$ cat src/rtl/pbal_match_pipe.sv
// Path-balanced pipelined pattern match/select: per-channel masked compare, DEPTH-register delay line, kill squash at output.
// Optional PBAL_PARITY_EN adds per-channel even-parity checking (in_par / out_perr).
module pbal_match_pipe #(
  parameter int WIDTH    = 8,
  parameter int CHANNELS = 4,
  parameter int DEPTH    = 4,
  localparam int IW      = (CHANNELS > 1) ? $clog2(CHANNELS) : 1
) (
  input  logic                      clk,
  input  logic                      rst_n,
  input  logic                      in_valid,
  output logic                      in_ready,
  input  logic [CHANNELS*WIDTH-1:0] in_data,
  input  logic                      in_kill_a,
  input  logic                      in_kill_b,
`ifdef PBAL_PARITY_EN
  input  logic [CHANNELS-1:0]       in_par,
  output logic                      out_perr,
`endif
  input  logic                      cfg_we,
  input  logic [IW-1:0]             cfg_ch,
  input  logic                      cfg_en,
  input  logic [WIDTH-1:0]          cfg_pat,
  input  logic [WIDTH-1:0]          cfg_care,
  output logic                      out_valid,
  input  logic                      out_ready,
  output logic [CHANNELS-1:0]       out_hit,
  output logic                      out_any,
  output logic [IW-1:0]             out_idx,
  output logic                      out_killed,
  input  logic                      cnt_clr,
  output logic [15:0]               hit_cnt
);

  logic                adv;
  logic [CHANNELS-1:0] en_q;
  logic [WIDTH-1:0]    pat_q  [CHANNELS];
  logic [WIDTH-1:0]    care_q [CHANNELS];
  logic [CHANNELS-1:0] hit0;
  logic                kill0;

  assign adv      = !out_valid || out_ready;
  assign in_ready = adv;
  assign kill0    = in_kill_a && in_kill_b;

`ifdef PBAL_PARITY_EN
  logic [CHANNELS-1:0] pmis;
  logic                perr0;
  assign perr0 = |pmis;
`endif

  for (genvar gi = 0; gi < CHANNELS; gi++) begin : g_ch
    // Out-of-range cfg_ch matches no channel, so such writes fall through.
    always_ff @(posedge clk) begin
      if (!rst_n) begin
        en_q[gi]   <= 1'b0;
        pat_q[gi]  <= '0;
        care_q[gi] <= '0;
      end else if (cfg_we && cfg_ch == IW'(gi)) begin
        en_q[gi]   <= cfg_en;
        pat_q[gi]  <= cfg_pat;
        care_q[gi] <= cfg_care;
      end
    end

`ifdef PBAL_PARITY_EN
    assign pmis[gi] = (^in_data[gi*WIDTH +: WIDTH]) ^ in_par[gi];
    assign hit0[gi] = en_q[gi] && !pmis[gi] &&
                      (((in_data[gi*WIDTH +: WIDTH] ^ pat_q[gi]) & care_q[gi]) == '0);
`else
    assign hit0[gi] = en_q[gi] &&
                      (((in_data[gi*WIDTH +: WIDTH] ^ pat_q[gi]) & care_q[gi]) == '0);
`endif
  end

  // Delay line: registers 1..DEPTH-1; the output register is the DEPTH-th.
  logic [DEPTH-1:1]    v_q;
  logic [DEPTH-1:1]    k_q;
  logic [CHANNELS-1:0] h_q [1:DEPTH-1];
`ifdef PBAL_PARITY_EN
  logic [DEPTH-1:1]    p_q;
`endif

  logic [CHANNELS-1:0] hit_next;
  logic [IW-1:0]       idx_next;

  always_comb begin
    hit_next = k_q[DEPTH-1] ? '0 : h_q[DEPTH-1];
    idx_next = '0;
    for (int c = CHANNELS - 1; c >= 0; c--) begin
      if (hit_next[c]) idx_next = IW'(c);
    end
  end

  always_ff @(posedge clk) begin
    if (!rst_n) begin
      v_q        <= '0;
      k_q        <= '0;
      for (int i = 1; i < DEPTH; i++) h_q[i] <= '0;
      out_valid  <= 1'b0;
      out_hit    <= '0;
      out_any    <= 1'b0;
      out_idx    <= '0;
      out_killed <= 1'b0;
`ifdef PBAL_PARITY_EN
      p_q        <= '0;
      out_perr   <= 1'b0;
`endif
    end else if (adv) begin
      v_q[1] <= in_valid;
      k_q[1] <= kill0;
      h_q[1] <= hit0;
`ifdef PBAL_PARITY_EN
      p_q[1] <= perr0;
`endif
      for (int i = 2; i < DEPTH; i++) begin
        v_q[i] <= v_q[i-1];
        k_q[i] <= k_q[i-1];
        h_q[i] <= h_q[i-1];
`ifdef PBAL_PARITY_EN
        p_q[i] <= p_q[i-1];
`endif
      end
      out_valid  <= v_q[DEPTH-1];
      out_hit    <= v_q[DEPTH-1] ? hit_next : '0;
      out_any    <= v_q[DEPTH-1] && (|hit_next);
      out_idx    <= v_q[DEPTH-1] ? idx_next : '0;
      out_killed <= v_q[DEPTH-1] && k_q[DEPTH-1];
`ifdef PBAL_PARITY_EN
      out_perr   <= v_q[DEPTH-1] && p_q[DEPTH-1];
`endif
    end
  end

  always_ff @(posedge clk) begin
    if (!rst_n || cnt_clr) begin
      hit_cnt <= '0;
    end else if (out_valid && out_ready && out_any && !out_killed && hit_cnt != 16'hFFFF) begin
      hit_cnt <= hit_cnt + 16'd1;
    end
  end

endmodule

$ cat config.mk
export PLATFORM = sky130hd
export DESIGN_NAME = pbal_match_pipe
export DESIGN_NICKNAME = d
export VERILOG_FILES = /design/src/rtl/pbal_match_pipe.sv
export SDC_FILE = /design/constraint.sdc
export NUM_CORES = 1
export LEC_CHECK = 0
export BUFFER_PORTS_ARGS = -buffer_cell sky130_fd_sc_hd__buf_4
export CORE_MARGIN = 2
export CORE_UTILIZATION = 35
export DETAILED_ROUTE_END_ITERATION = 10
export HOLD_SLACK_MARGIN = 0.03
export PLACE_DENSITY_LB_ADDON = 0.1
export SYNTH_ARGS = -nofsm -noshare
export SYNTH_HDL_FRONTEND = slang
export SYNTH_SLANG_ARGS = --single-unit
$ cat constraint.sdc
create_clock -name clk -period 5.53 [get_ports clk]
set_clock_uncertainty 0.2 [all_clocks]
set_input_delay 1.106 -clock clk [delete_from_list [all_inputs] [get_ports clk]]
set_output_delay 1.106 -clock clk [all_outputs]
set_load 0.02 [all_outputs]
# Yosys cells after proc, flatten, opt, wreduce, memory -nomap -nowiden
# Memory sizes are Yosys's and may differ from the RTL's.
# Index checks and enable logic that the tools add are counted.
# W data, S select, Z words.
[op_classes]
n_reduce_logical = 26
n_bitwise = 19
add_sub_neg = 1
n_eq_ne = 4
mux = 34
[op_table]
columns = ["operator", "n"]
rows = [
  ["$mux W8", 8],
  ["$and A8 B8 Y8", 4],
  ["$logic_not A8 Y1", 4],
  ["$xor A8 B8 Y8", 4],
  ["$mux W4", 5],
  ["$add A16 B1 Y16 const B", 1],
  ["$mux W1", 16],
  ["$ne A16 B16 Y1 const B", 1],
  ["$logic_and A1 B1 Y1", 15],
  ["$or A1 B1 Y1", 11],
  ["$mux W2", 5],
  ["$eq A2 B2 Y1 const B", 2],
  ["$reduce_or A4 Y1", 1],
  ["$logic_not A1 Y1", 3],
  ["$eq A2 B1 Y1 const B", 1],
  ["$logic_not A2 Y1", 1],
  ["$logic_or A1 B1 Y1", 2],
]
[word_totals]
memories = 3
reg_bits = 35
ram_bits = 76
out_inout_bits = 26
elab_cells = 99
[mem_list]
columns = ["memory", "words", "width", "read_ports", "rd_ports_with_merged_regs", "write_ports", "line_no", "rtl"]
rows = [
  ["care_q", 4, 8, 4, 0, 4, "38", "logic [WIDTH-1:0] care_q [CHANNELS];"],
  ["pat_q", 4, 8, 4, 0, 4, "37", "logic [WIDTH-1:0] pat_q [CHANNELS];"],
  ["h_q", 3, 4, 3, 0, 3, "79", "logic [CHANNELS-1:0] h_q [1:DEPTH-1];"],
]

# Depth between registers and ports, before layout
# Gate-level depths: netlist of run 1.
[depth]
depth_word = 6
mapped_depth = 6
mapped_depth_nobuf = 5

# Least setup slack after synthesis of run 1
# Ideal clock, no wire load.
[synth_path]
path_type = "input port to output port"
start = "input port out_ready"
end = "output port in_ready"
n_path_buf = 2
stages = 4
setup_slack_ns = 2.420
t_arrival_ns = 1.804
required_time_ns = 4.224
path_cell_list = "nor2b_1 > clkbuf_1 > inv_1 > clkbuf_1"
[synth_via]
elab_chain_cells = 1
[synth_rtl]
columns = ["item", "line_no", "rtl"]
rows = [
  ["from (decl)", "26", "input logic out_ready,"],
  ["$logic_or A1 B1 Y1", "42", "assign adv = !out_valid || out_ready;"],
  ["to (decl)", "12", "output logic in_ready,"],
]
# No other way between the ends.

# Worst setup path after layout of run 1
# Ends and elaborated chain as after synthesis.

==> results of run 1 <==
==> power breakdown <==
part	leakage, uW	switching (uW)	internal (uW)
sequential	0.00106	14.3	926
clock	0.000147	293	393
combinational	0.00109	61.5	58.0
total	0.00230	369	1380
==> logic make-up after synthesis <==
kind of cell             share of synthesized area (%)
AO/OA/AOI/OAI                                     9.11
AND/OR/NAND/NOR                                   21.2
flip-flops                                        61.5
multiplexers                                     0.438
XOR/XNOR                                          5.78
buffers and inverters                             1.73
adder cells (fa/ha/maj)                          0.258
==> per-layer routing <==
layer | part of all wire, % | vias to the layer above | wire (microns)
met5 | 0 | - | 0
met4 | 1.6 | 0 | 166
met3 | 5.6 | 11 | 576
met2 | 52 | 81 | 5300
met1 | 41 | 1585 | 4250
li1 | - | 1661 | -
==> metrics by stage <==
stage	utilization [%]	instance area, sq um	std cells
finish	43.8	6010	681
detailed placement	41.5	5690	665
global placement	41.5	5690	665
floorplan	-	4850	410
CTS	43.8	6010	681
global route	43.8	6010	681
==> flip-flops by register name (all words and copies together) (netlist names), 3 cells and up <==
name     count
v_q          3
out_hit      4
hit_cnt     16
pat_q       32
en_q         4
h_q         12
k_q          3
care_q      32
==> cells in the mapped netlist <==
cell	number	area, sq um
o21ai_0	9	45.0
buf_2	1	5.00
a211oi_1	4	30.0
mux2i_1	1	10.0
edfxtp_1	76	2280
a31oi_1	3	18.8
clkbuf_1	14	52.6
nand2_1	31	116
o31ai_1	6	45.0
a21boi_0	10	75.1
or4_1	8	60.1
nand4_1	5	31.3
and3_1	11	68.8
or3b_2	1	8.76
a222oi_1	4	40.0
nor4_1	5	31.3
a32o_1	2	20.0
nand3_1	19	95.1
ha_1	1	12.5
or3_1	2	12.5
nand2b_1	3	18.8
or2_2	2	12.5
a41o_1	1	10.0
inv_1	7	26.3
nor3b_2	1	12.5
xor2_1	32	280
mux2_2	1	11.3
a22oi_1	12	90.1
nand3_2	1	10.0
and2_1	64	400
dfxtp_1	35	701
o21a_1	1	7.51
nor2b_1	6	37.5
nand4b_4	1	23.8
a21oi_1	12	60.1
or4_4	1	11.3
nor3_1	6	30.0
and4b_1	1	10.0
nor2_1	10	37.5
==> area by class of cell <==
cell class | instances | area (sq um)
fillers | 1329 | 7710
well taps | 180 | 225
multi-input cells | 277 | 1780
inverters | 7 | 26.3
repair buffers | 90 | 676
flip-flops and latches | 111 | 2980
clock buffers | 9 | 225
clock inverters | 7 | 87.6
==> how the worst min path moves through the flow <==
stage | from | endpoint | slack, ns | depth (start not counted)
6_report | k_q[2] | k_q[2] | 0.26 | 2
5_1_grt | k_q[2] | k_q[3] | 0.29 | 2
4_1_cts | k_q[2] | k_q[2] | 0.27 | 2
3_5_place_dp | k_q[2] | k_q[2] | 0.26 | 2
3_3_place_gp | k_q[2] | k_q[3] | 0.25 | 2
2_1_floorplan | v_q[1] | v_q[1] | 0.24 | 2
==> worst min-delay path, delay by kind of cell (launching register included) <==
kind / cells / cell delay (ns)
AO/OA/AOI/OAI: 1 / 0.06
flip-flops: 1 / 0.31
AND/OR/NAND/NOR: 1 / 0.05
==> metrics.csv, run 1 <==
metric,value,unit
gr ovfl total,0,
post-CTS setup repair buffer count,0,
final net count,556,
Bufs and invs on worst path,4,
cell leakage power,0.00230,uW
Least-Margin Pin Slew,0.852,ns
number of diodes,0,
CP max-delay cell,inv_1,
setup violators final,0,
critical path endpoint category,output port,
worst hold path class,reg2reg,
share of cells above drive strength 1,22.8,%
Max transition margin,43.0,%
post-place setup slack,2.04,ns
core footprint,0.0137,sq mm
WL final,10300,microns
post-synthesis net count,470,
Worst setup endpoint,in_ready,
area delta synth->final,23.8,%
die area,0.0148,sq mm
Die Wd,122,microns
"antenna viol nets, final",0,
cells after synthesis,410,
fmax,284,MHz
largest net degree at the start of global routing,39,
minimum clock period,3.52,ns
Synth Warn #,0,
Fin Setup TNS,0,ns
met3 usage,5.38,%
worst r2r path cells,5,
CP Max Fanout,22,
"Period Utilization, post-route",63.6,%
post-cts sizing count,0,
most frequent cells in the layout,"buf_4, edfxtp_1, and2_1, dfxtp_1, xor2_1",
"delay-heaviest family, CP",buffers and inverters,
Final GP Congestion,0.751,
WP depth,5,
CTS max path bufs,2,
Final Power,1750,uW
Pre-antenna DRT Iters,4,
hpwl dp,7450,microns
"FF+latch count, synth",111,
initial cell density of the core,35.4,%
Setup crit start,out_ready,
vias in the first global route,3276,
pwr/cell area,291,mW/mm^2
CTS sink cnt,111,
"IR drop worst, VDD",0.175,mV
Startpoint Class,primary input,
RSZ-0062 raised after global routing,false,
Global Route Usage Sum,14.9,%
DRC Markers,0,
maxcap violations,0,
crit path DAT,2.21,ns
first-pass GRT wire length,16600,microns
outcome,completed,
R2R Setup Slk,3.23,ns
Critical Path RT,4.22,ns
Post-Syn Area per Cell,11.8,sq um
Clock Latency Late Sink,0.35,ns
via/cell ratio,4.90,
PortBufs,84,
critical path type,in2out,
wire per inst,15.1,microns
CTS root buf,clkbuf_16,
met1 Use GR,17.5,%
clk slew on worst S/H paths,0.07,ns
CP Cell Sequence,buf_4 -> nor2b_1 -> buf_4 -> inv_1 -> buf_4,
Post-CTS Hold Buffers,0,
H-tree depth,3,
global route hottest layer,met2,
DR iter-0 viols,328,
die height,122,microns
Slew Limit Fails,0,
I/O pins,85,
most frequent CP cell,buf_4,
initial antenna violation count,0,
R2R Path End,hit_cnt[10],
TritonCTS buffer count,9,
R2R Path Start,hit_cnt[0],
met2 GRT Util,25.4,%
final hold slack,0.261,ns
num rows,43,
max incr delay on CP,0.50,ns
final setup margin,2.01,ns
Via Count,3338,
"Seq/Total Area, Yosys",61.5,%
CTS tree,yes,
synthesized area,0.00485,sq mm
hold violation total from the final report,0,
"commonest non-fill, non-tap cell in the layout",buf_4,
Yosys cell types,39,
Note: power is estimated with default switching activity, not from simulation.
==> run 2: changes to the inputs <==
clock period = 3.45 ns   (was 5.53 ns; I/O delays follow)
==> metrics.csv, run 2 (same netlist as run 1, synthesis figures left out) <==
metric,value,unit,change
CP max-delay cell,buf_4,,was inv_1
Pre-antenna DRT Iters,4,,unchanged
area of the multi-input gates,0.00178,sq mm,unchanged
PortBufs,84,,unchanged
post-cts sizing count,0,,unchanged
vias in the first global route,3305,,was 3276
initial cell density of the core,35.4,%,unchanged
DR iter-0 viols,206,,was 328
max incr delay on CP,0.23,ns,was 0.50 ns
gr ovfl total,0,,unchanged
wire per inst,15.3,microns,was 15.1 microns
biggest regs,"care_q x32, pat_q x32, hit_cnt x16",,unchanged
clk slew on worst S/H paths,0.07,ns,about the same
num rows,43,,unchanged
Via Count,3373,,was 3338
via/cell ratio,4.94,,was 4.90
crit path DAT,1.39,ns,was 2.21 ns
Max transition margin,41.5,%,was 43.0%
Fin Setup TNS,0,ns,unchanged
DRC Markers,0,,unchanged
largest net degree at the start of global routing,39,,unchanged
setup violators final,0,,unchanged
RSZ-0062 raised after global routing,false,,unchanged
outcome,completed,,unchanged
CTS sink cnt,111,,unchanged
Post-CTS Hold Buffers,0,,unchanged
Die Wd,122,microns,unchanged
TritonCTS buffer count,9,,unchanged
Final GP Congestion,0.758,,was 0.751
post-CTS setup repair buffer count,0,,unchanged
Least-Margin Pin Slew,0.874,ns,was 0.852 ns
maxcap violations,0,,unchanged
first-pass GRT wire length,16700,microns,was 16600 microns
worst hold path class,reg2reg,,unchanged
Final Power,2800,uW,was 1750 uW
critical path type,in2out,,unchanged
Startpoint Class,primary input,,unchanged
CTS max path bufs,2,,unchanged
I/O pins,85,,unchanged
Critical Path RT,2.56,ns,was 4.22 ns
Clock Latency Late Sink,0.35,ns,about the same
minimum clock period,2.28,ns,
number of diodes,0,,unchanged
final net count,558,,was 556
CTS root buf,clkbuf_16,,unchanged
CP Cell Sequence,buf_4 -> nor2b_1 -> buf_4 -> inv_1 -> buf_4,,unchanged
"Period Utilization, post-route",66.2,%,
fillcell total,1303,,was 1329
pwr/cell area,465,mW/mm^2,was 291 mW/mm^2
Slew Limit Fails,0,,unchanged
critical path endpoint category,output port,,unchanged
WL final,10400,microns,was 10300 microns
cell leakage power,0.00230,uW,about the same
initial antenna violation count,0,,unchanged
die area,0.0148,sq mm,unchanged
CP Max Fanout,18,,was 22
CTS tree,yes,,unchanged
die height,122,microns,unchanged
area delta synth->final,24.1,%,was 23.8%
Sequential Area,0.00298,sq mm,unchanged
core footprint,0.0137,sq mm,unchanged
share of cells above drive strength 1,22.7,%,was 22.8%
hpwl dp,7560,microns,was 7450 microns
H-tree depth,3,,unchanged
"delay-heaviest family, CP",buffers and inverters,,unchanged
most frequent cells in the layout,"buf_4, edfxtp_1, and2_1, dfxtp_1, xor2_1",,unchanged
Global Route Usage Sum,15.0,%,was 14.9%
"antenna viol nets, final",0,,unchanged
most frequent CP cell,buf_4,,unchanged
"commonest non-fill, non-tap cell in the layout",buf_4,,unchanged
hold violation total from the final report,0,,unchanged
fmax,438,MHz,
"IR drop worst, VDD",0.362,mV,was 0.175 mV
Bufs and invs on worst path,4,,unchanged
-- run 2: power breakdown --
group / internal, uW / total (uW) / leakage [uW] / switching [uW]
Sequential: 1480 / 1510 / 0.00106 / 23.2
Clock: 630 / 1100 / 0.000143 / 468
Combinational: 93.7 / 194 / 0.00110 / 100
-- run 2: tightest hold or removal path, cell delays in order, from the launching register on --
cell and delay, ns:
dfxtp_1 0.31, nand2_1 0.05, a21boi_0 0.06
-- run 2: through the flow --
step / util [%] / std cells / setup WS [ns] / cell area (sq um) / hold WS, ns
after global placement: 41.6 / 667 / 0.938 / 5710 / 0.251
after CTS: 43.9 / 683 / 1.16 / 6020 / 0.265
final: 43.9 / 683 / 1.17 / 6020 / 0.265
after global routing: 43.9 / 683 / 1.04 / 6020 / 0.283
after floorplan: - / 410 / 0.798 / 4850 / 0.241
after detailed placement: 41.6 / 667 / 0.912 / 5710 / 0.255
-- run 2: final cells by class --
cell class	count	area share, %
timing repair buffer	92	11.5
clock inverter	7	1.45
clock buffer	9	3.74
tap	180	3.74
multi-input combinational	277	29.6
sequential	111	49.5
inverter	7	0.436
-- run 2: routing by layer --
layer	global-route usage, %	routed length, microns
met1	17.2	4310
met2	26.1	5320
met3	5.62	618
met4	4.74	190
met5	0	0
-- run 2: path summary, 6_finish.rpt --
path / start / end / slack [ns] / depth (start not counted)
setup / recovery: out_ready / in_ready / 1.17 / 5
hold reg to reg: k_q[2] / k_q[2] / 0.26 / 2
setup reg to reg: hit_cnt[0] / hit_cnt[10] / 1.18 / 5
hold / removal: k_q[2] / k_q[2] / 0.26 / 2
